## config.mk

```make
export PLATFORM = sky130hd
export DESIGN_NAME = debug_step_ctrl
export DESIGN_NICKNAME = d
export VERILOG_FILES = /design/src/rtl/debug_step_ctrl.sv
export SDC_FILE = /design/constraint.sdc
export NUM_CORES = 1
export LEC_CHECK = 0
export CORE_ASPECT_RATIO = 0.5
export CORE_MARGIN = 2
export CORE_UTILIZATION = 40
export DETAILED_ROUTE_END_ITERATION = 10
export GPL_TIMING_DRIVEN = 0
export PLACE_DENSITY = 0.77
export SYNTH_ARGS = -nofsm -noshare
export SYNTH_HDL_FRONTEND = slang
export SYNTH_SLANG_ARGS = --single-unit
export TNS_END_PERCENT = 20
```

## constraint.sdc

```tcl
create_clock -name i_clk -period 5.9 [get_ports i_clk]
set_input_delay 1.18 -clock i_clk [delete_from_list [all_inputs] [get_ports i_clk]]
set_output_delay 1.18 -clock i_clk [all_outputs]
set_load 0.01 [all_outputs]
```

## src/rtl/debug_step_ctrl.sv

```systemverilog
// debug_step_ctrl: debug execution controller between the debug UART and the
// pipeline. Generates the PC step enable for continuous ('c') or single-step
// ('s') execution, stops on the pipeline halt indication, and serializes a
// 4-byte LSB-first PC snapshot ('p') to the UART transmitter.
//
// Optional feature, macro DEBUG_STEP_COUNT_EN: a 32-bit step counter and the
// 'k' command that reports it in the same 4-byte format. With the macro
// undefined, 'k' is an unknown command and is ignored.
//
// TX handshake: a byte transfers on every rising edge where o_tx_valid and
// i_tx_ready are both high; o_tx_data holds steady until that edge, and
// o_tx_valid only drops after a transfer or on reset.
//
// The FSM state is held in state_q, with o_busy/o_step as its decoded views.

module debug_step_ctrl #(
    parameter int SIZE_ADDR_PC = 32,
    parameter int SIZE_CMD     = 8
) (
    input  logic                    i_clk,
    input  logic                    i_reset,
    input  logic [SIZE_CMD-1:0]     i_cmd,
    input  logic                    i_cmd_valid,
    input  logic                    i_halt,
    input  logic [SIZE_ADDR_PC-1:0] i_pc,
    input  logic                    i_tx_ready,
    output logic                    o_step,
    output logic [SIZE_CMD-1:0]     o_tx_data,
    output logic                    o_tx_valid,
    output logic                    o_busy,
    output logic                    o_halted
);

    localparam logic [SIZE_CMD-1:0] CMD_RUN   = 8'h63; // 'c'
    localparam logic [SIZE_CMD-1:0] CMD_STEP  = 8'h73; // 's'
    localparam logic [SIZE_CMD-1:0] CMD_PC    = 8'h70; // 'p'
`ifdef DEBUG_STEP_COUNT_EN
    localparam logic [SIZE_CMD-1:0] CMD_COUNT = 8'h6B; // 'k'
`endif

    typedef enum logic [1:0] {
        ST_IDLE = 2'd0,
        ST_RUN  = 2'd1,
        ST_STEP = 2'd2,
        ST_SEND = 2'd3
    } state_t;

    state_t                  state_q;
    logic                    halted_q;
    logic [SIZE_ADDR_PC-1:0] shift_q;
    logic [1:0]              idx_q;

`ifdef DEBUG_STEP_COUNT_EN
    logic [31:0] count_q;

    // Step counter: counts every cycle in which the step enable is high.
    always_ff @(posedge i_clk) begin
        if (i_reset) begin
            count_q <= 32'd0;
        end else if (o_step) begin
            count_q <= count_q + 32'd1;
        end
    end
`endif

    // Main controller FSM: command decode, run/step/halt, and byte serializer.
    always_ff @(posedge i_clk) begin
        if (i_reset) begin
            state_q  <= ST_IDLE;
            halted_q <= 1'b0;
            shift_q  <= '0;
            idx_q    <= 2'd0;
        end else begin
            case (state_q)
                ST_IDLE: begin
                    // Commands are only looked at here; anything arriving
                    // while busy is simply dropped.
                    if (i_cmd_valid) begin
                        if (i_cmd == CMD_RUN && !halted_q) begin
                            state_q <= ST_RUN;
                        end else if (i_cmd == CMD_STEP && !halted_q) begin
                            state_q <= ST_STEP;
                        end else if (i_cmd == CMD_PC) begin
                            state_q <= ST_SEND;
                            shift_q <= i_pc;
                            idx_q   <= 2'd0;
`ifdef DEBUG_STEP_COUNT_EN
                        end else if (i_cmd == CMD_COUNT) begin
                            state_q <= ST_SEND;
                            shift_q <= count_q;
                            idx_q   <= 2'd0;
`endif
                        end
                    end
                end
                ST_RUN: begin
                    // The step in the halt cycle itself still happens.
                    if (i_halt) begin
                        state_q  <= ST_IDLE;
                        halted_q <= 1'b1;
                    end
                end
                ST_STEP: begin
                    state_q <= ST_IDLE;
                    if (i_halt) begin
                        halted_q <= 1'b1;
                    end
                end
                ST_SEND: begin
                    // Advance to the next byte only when the current one is taken.
                    if (i_tx_ready) begin
                        shift_q <= shift_q >> SIZE_CMD;
                        idx_q   <= idx_q + 2'd1;
                        if (idx_q == 2'd3) begin
                            state_q <= ST_IDLE;
                        end
                    end
                end
                default: begin
                    state_q <= ST_IDLE;
                end
            endcase
        end
    end

    // Outputs are direct decodes of registered state, so they are glitch-free
    // and change only on the clock edge.
    assign o_step     = (state_q == ST_RUN) || (state_q == ST_STEP);
    assign o_busy     = (state_q != ST_IDLE);
    assign o_tx_valid = (state_q == ST_SEND);
    assign o_tx_data  = shift_q[SIZE_CMD-1:0];
    assign o_halted   = halted_q;

endmodule
```

# Word level (Yosys, flattened, before mapping)
# Cells that the tools add are included.
dict set report totals {
  regBits 37
}
dict set report classes {
  add_sub_neg 1
  eq_ne 15
  n_mux 20
  reduce_logical 11
}
# operator n
set ops {}
lappend ops {{32-bit two-way mux} 5}
lappend ops {{32-bit one-hot mux with 2 select lines} 1}
lappend ops {{8-bit by 7-bit equality test with 1-bit output (second input constant)} 3}
lappend ops {{2-bit two-way mux} 12}
lappend ops {{2-bit inequality test (second input constant)} 6}
lappend ops {{2-bit one-hot mux with 4 select lines} 1}
lappend ops {{2-bit equality test (second input constant)} 3}
lappend ops {{6-bit AND reduction} 1}
lappend ops {{5-bit AND reduction} 1}
lappend ops {{4-bit inequality test (second input constant)} 1}
lappend ops {{2-bit one-hot mux with 2 select lines} 1}
lappend ops {{2-bit nonzero test} 2}
lappend ops {{2-bit by 1-bit adder with 2-bit output (second input constant)} 1}
lappend ops {{2-bit by 1-bit equality test with 1-bit output (second input constant)} 1}
lappend ops {{1-bit logical AND} 2}
lappend ops {{2-bit zero test} 1}
lappend ops {{2-bit by 1-bit inequality test with 1-bit output (second input constant)} 1}
lappend ops {{2-bit AND reduction} 1}
lappend ops {{2-bit OR reduction} 1}
lappend ops {{1-bit zero test} 1}
lappend ops {{1-bit logical OR} 1}

# Depth between registers and ports, before layout
# Gate-level depths: netlist of run 1.
dict set report logic_depth {
  ltp_word 6
  mapped_depth 7
  ltp_nobuf 6
}

# Worst setup path after synthesis of run 1
# No wires, ideal clock.
dict set report synth_timing {
  kind {input port to flip-flop}
  from {in i_cmd[1]}
  to {reg shift_q[0]}
  arrival_ns 2.638
  slack_ns 3.126
  stages 6
  path_buffers 2
  cell_sequence {or4b_4 > o31ai_4 > and2_1 > buf_6 > buf_12 > a211oi_1}
}
dict set report synth_between {
  elab_chain_len 4
}
# item line
set synth_rtl {}
lappend synth_rtl {{start: declaration} 22} ;# input logic [SIZE_CMD-1:0] i_cmd,
lappend synth_rtl {{8-bit by 7-bit equality test with 1-bit output, on equally long branches} {81, 79}}
lappend synth_rtl {{1-bit logical AND, on equally long branches} {81, 79}}
lappend synth_rtl {{2-bit inequality test (no source line)} -}
lappend synth_rtl {{6-bit AND reduction (no source line) *} -}
lappend synth_rtl {{end signal: assignment} 85} ;# shift_q <= i_pc;
lappend synth_rtl {{end signal: assignment} 112} ;# shift_q <= shift_q >> SIZE_CMD;
lappend synth_rtl {{end: declaration} 50} ;# logic [SIZE_ADDR_PC-1:0] shift_q;
# Every way passes the cells marked *; elsewhere a longest branch is shown, timed or not.
# A chain may end at the register's enable or synchronous reset.

# Final worst setup path of run 1
dict set report layout_timing {
  from {in i_cmd[4]}
  to {reg shift_q[10]}
}
# The elaborated chain is that of the path after synthesis.

==> metrics.txt, run 1 <==
clk_skew=0.003468 ns; hold buffers post-CTS=0; CTS sink cnt=37; Period minus WS final=3.148 ns; CTS H-tree depth=2; Pwr per Cell Area=184.9 nW/um^2; Synth cell types=34; Starting Density=42.89%; area added between synthesis and finish=37.54%; Post-synth EDFFs=0; Max Cap Viol=0; met1 usage=21.70%; Post-DP HPWL=3495 um; Die Width=102.6 um; static leakage=0.8765 nW; vias in the first global route=1,609; via/cell ratio=5.309; Placed Area=2586 um^2; synth warn=0; post-synthesis register bit count=37; Fin Hold WS=0.4815 ns; Final Core Density=58.99%; Most used DFF post-synth=dfxtp_1; slew of the pin with the lowest slew margin=0.7382 ns; first-pass GRT wire length=7438 um; Die ar.=5465 um^2; Top-Level Pins=57; Floorplan Core Area=4531 um^2; RSZ-0062 raised after global routing=no; Post-CTS Setup Bufs=0; FP Rows=17; vias=1,752; worst r2r src=state_q[0]; reg2reg end=shift_q[10]; CTS tree=done; Avg Cell Area, Syn=9.667 um^2; routed wire length=4684 um; # port buffers=56; worst slack, placed=2.447 ns; Max-slew headroom=50.78%; CP max FO=10; critical path capture point=shift_q[10]; Async S/R FF share, synth=0%; R2R Setup Slk=3.83 ns; Worst-path clk slew=0.07 ns; Root Buffer=clkbuf_8; startpoint types=primary input; post-DR wirelength/cell=14.19 um; DRT Pass-1 Iters=4; area of the multi-input gates=1003 um^2; Layout Nets=313; sequential share of the synthesized area=38.12%; commonest cells after routing, fill and taps aside=56 x clkdlybuf4s50_1, 37 x dfxtp_1, 33 x a21oi_1, 26 x mux2i_1, 24 x a211oi_1; fmax=0.3177 GHz; TritonCTS Buffers=5; final hold violations=0; GR Util met3=4.624%; number of antenna violations at the first check in global routing=0; GRT Total Usage=18.17%; Syn Inst Count=201; setup_tns=0 ns; GR Layer Usage met2=32.24%; CP Capture Type=register; Initial DRC Count=60; maximum vdd drop=0.00009175 V; Fillers=405; Die Y=53.29 um; Final setup viols=0; Hold Path Class=reg2reg; share of cells above drive strength 1=11.74%; remaining global-route overflow=0; Post-Syn Nets=250; Max Buffers Root-to-Sink=2; period utilization=53.36%; Worst Path Class, Setup=in2reg; final worst slack=2.752 ns; post_cts resized=0; final instance area=2673 um^2; WP data arrival=3.30 ns; Antenna Cells=0; Slew Viols, Final=0; final antenna-violating net count=0; post-route DRC violation count=0; Worst Setup SP=i_cmd[4]; commonest non-fill, non-tap cell in the layout=clkdlybuf4s50_1; reg2reg path depth=5; grt peak-use layer=met2; largest net degree at the start of global routing=11; Final Wtd Congestion=0.7204; Post-Synthesis Cell Area=1943 um^2; Worst EP required=6.05 ns; Worst-Skew Late Latency=0.29 ns; Reg area=740.7 um^2; outcome=finished, final reports clean
==> Yosys cell counts, types with 2 or more instances <==
cell	n	share of area, %
a211oi_1	24	9.3
o41ai_1	2	0.90
clkbuf_1	6	1.2
a31oi_1	2	0.64
mux2i_1	26	13
nor2_1	3	0.58
a21oi_1	33	8.5
a22oi_1	8	3.1
inv_1	5	0.97
nand2b_1	3	0.97
buf_6	3	1.7
ha_1	4	2.6
buf_12	2	2.1
dfxtp_1	37	38
buf_2	4	1.0
nor3_1	8	2.1
buf_4	8	3.1
nand2_1	7	1.4
==> cell families (layout without fill, tap and decap cells) <==
| kind of cell | count (synthesis) | after routing | share of synthesized area, % |
|---|---|---|---|
| fa+ha+maj | 4 | 4 | 2.576 |
| compound gates | 75 | 75 | 25.95 |
| mux | 27 | 27 | 13.97 |
| buf+inv | 29 | 92 | 10.24 |
| simple gates | 29 | 29 | 9.145 |
| flops | 37 | 37 | 38.12 |
==> worst min path at each step <==
| stage | start | to | cells past startpoint |
|---|---|---|---|
| final | idx_q[1] | idx_q[1] | 2 |
| after global routing | idx_q[1] | idx_q[1] | 2 |
| after CTS | idx_q[1] | idx_q[1] | 2 |
| after detailed placement | idx_q[1] | idx_q[1] | 2 |
| after global placement | idx_q[1] | idx_q[1] | 2 |
| after floorplan | state_q[1] | state_q[1] | 2 |
==> stage by stage <==
step | cells | total power (W)
detailed placement | 323 | 0.0003189
global placement | 323 | 0.0003181
floorplan | 201 | 0.0002805
CTS | 330 | 0.0004973
finish | 330 | 0.0004941
global route | 330 | 0.0005109
==> critical path, stage by stage <==
cell and delay, ns:
clkdlybuf4s50_1 0.50, or4b_4 0.53, o31ai_4 0.53, and2_1 0.22, buf_6 0.14, buf_12 0.13
a211oi_1 0.07
==> power breakdown <==
part	leakage [nW]	switching (W)	internal (W)
registers	0.298	0.00000157	0.000252
logic	0.534	0.0000215	0.0000378
clock network	0.0443	0.0000881	0.0000927
==> state kept, by name, indices dropped and copies added, names as in the netlist <==
register and cells:
shift_q 32, o_halted 1, idx_q 2, state_q 2
==> cell type report <==
cell class                      count  share of cell area [%]
Tap cell                           66                   3.090
Multi-Input combinational cell    135                   37.55
Timing Repair Buffer               56                   20.97
Clock buffer                        7                   3.230
Buffer                             24                   6.742
Sequential cell                    37                   27.72
Inverter                            5                  0.7022
==> layer usage <==
layer	vias up	wire, um
met5	-	0
li1	876	-
met4	0	51
met3	7	366
met2	51	2183
met1	818	2083
No activity file was read; power rests on OpenSTA's default activity.
==> run 2, diff against run 1 <==
- clock period: 5.9 -> 3.1 ns (I/O delays scaled with it)
==> results of run 2 <==
Same layout as run 1 (identical final DEF). Status: finished, final reports clean.
Main changes from that run: setup slack after placement 2.447 ns -> 0.2069 ns; setup slack after layout 2.752 ns -> 0.5120 ns; register-to-register setup slack 3.83 ns -> 1.03 ns; total power 0.0004941 W -> 0.0009403 W; worst IR drop on VDD 0.00009175 V -> 0.0001746 V
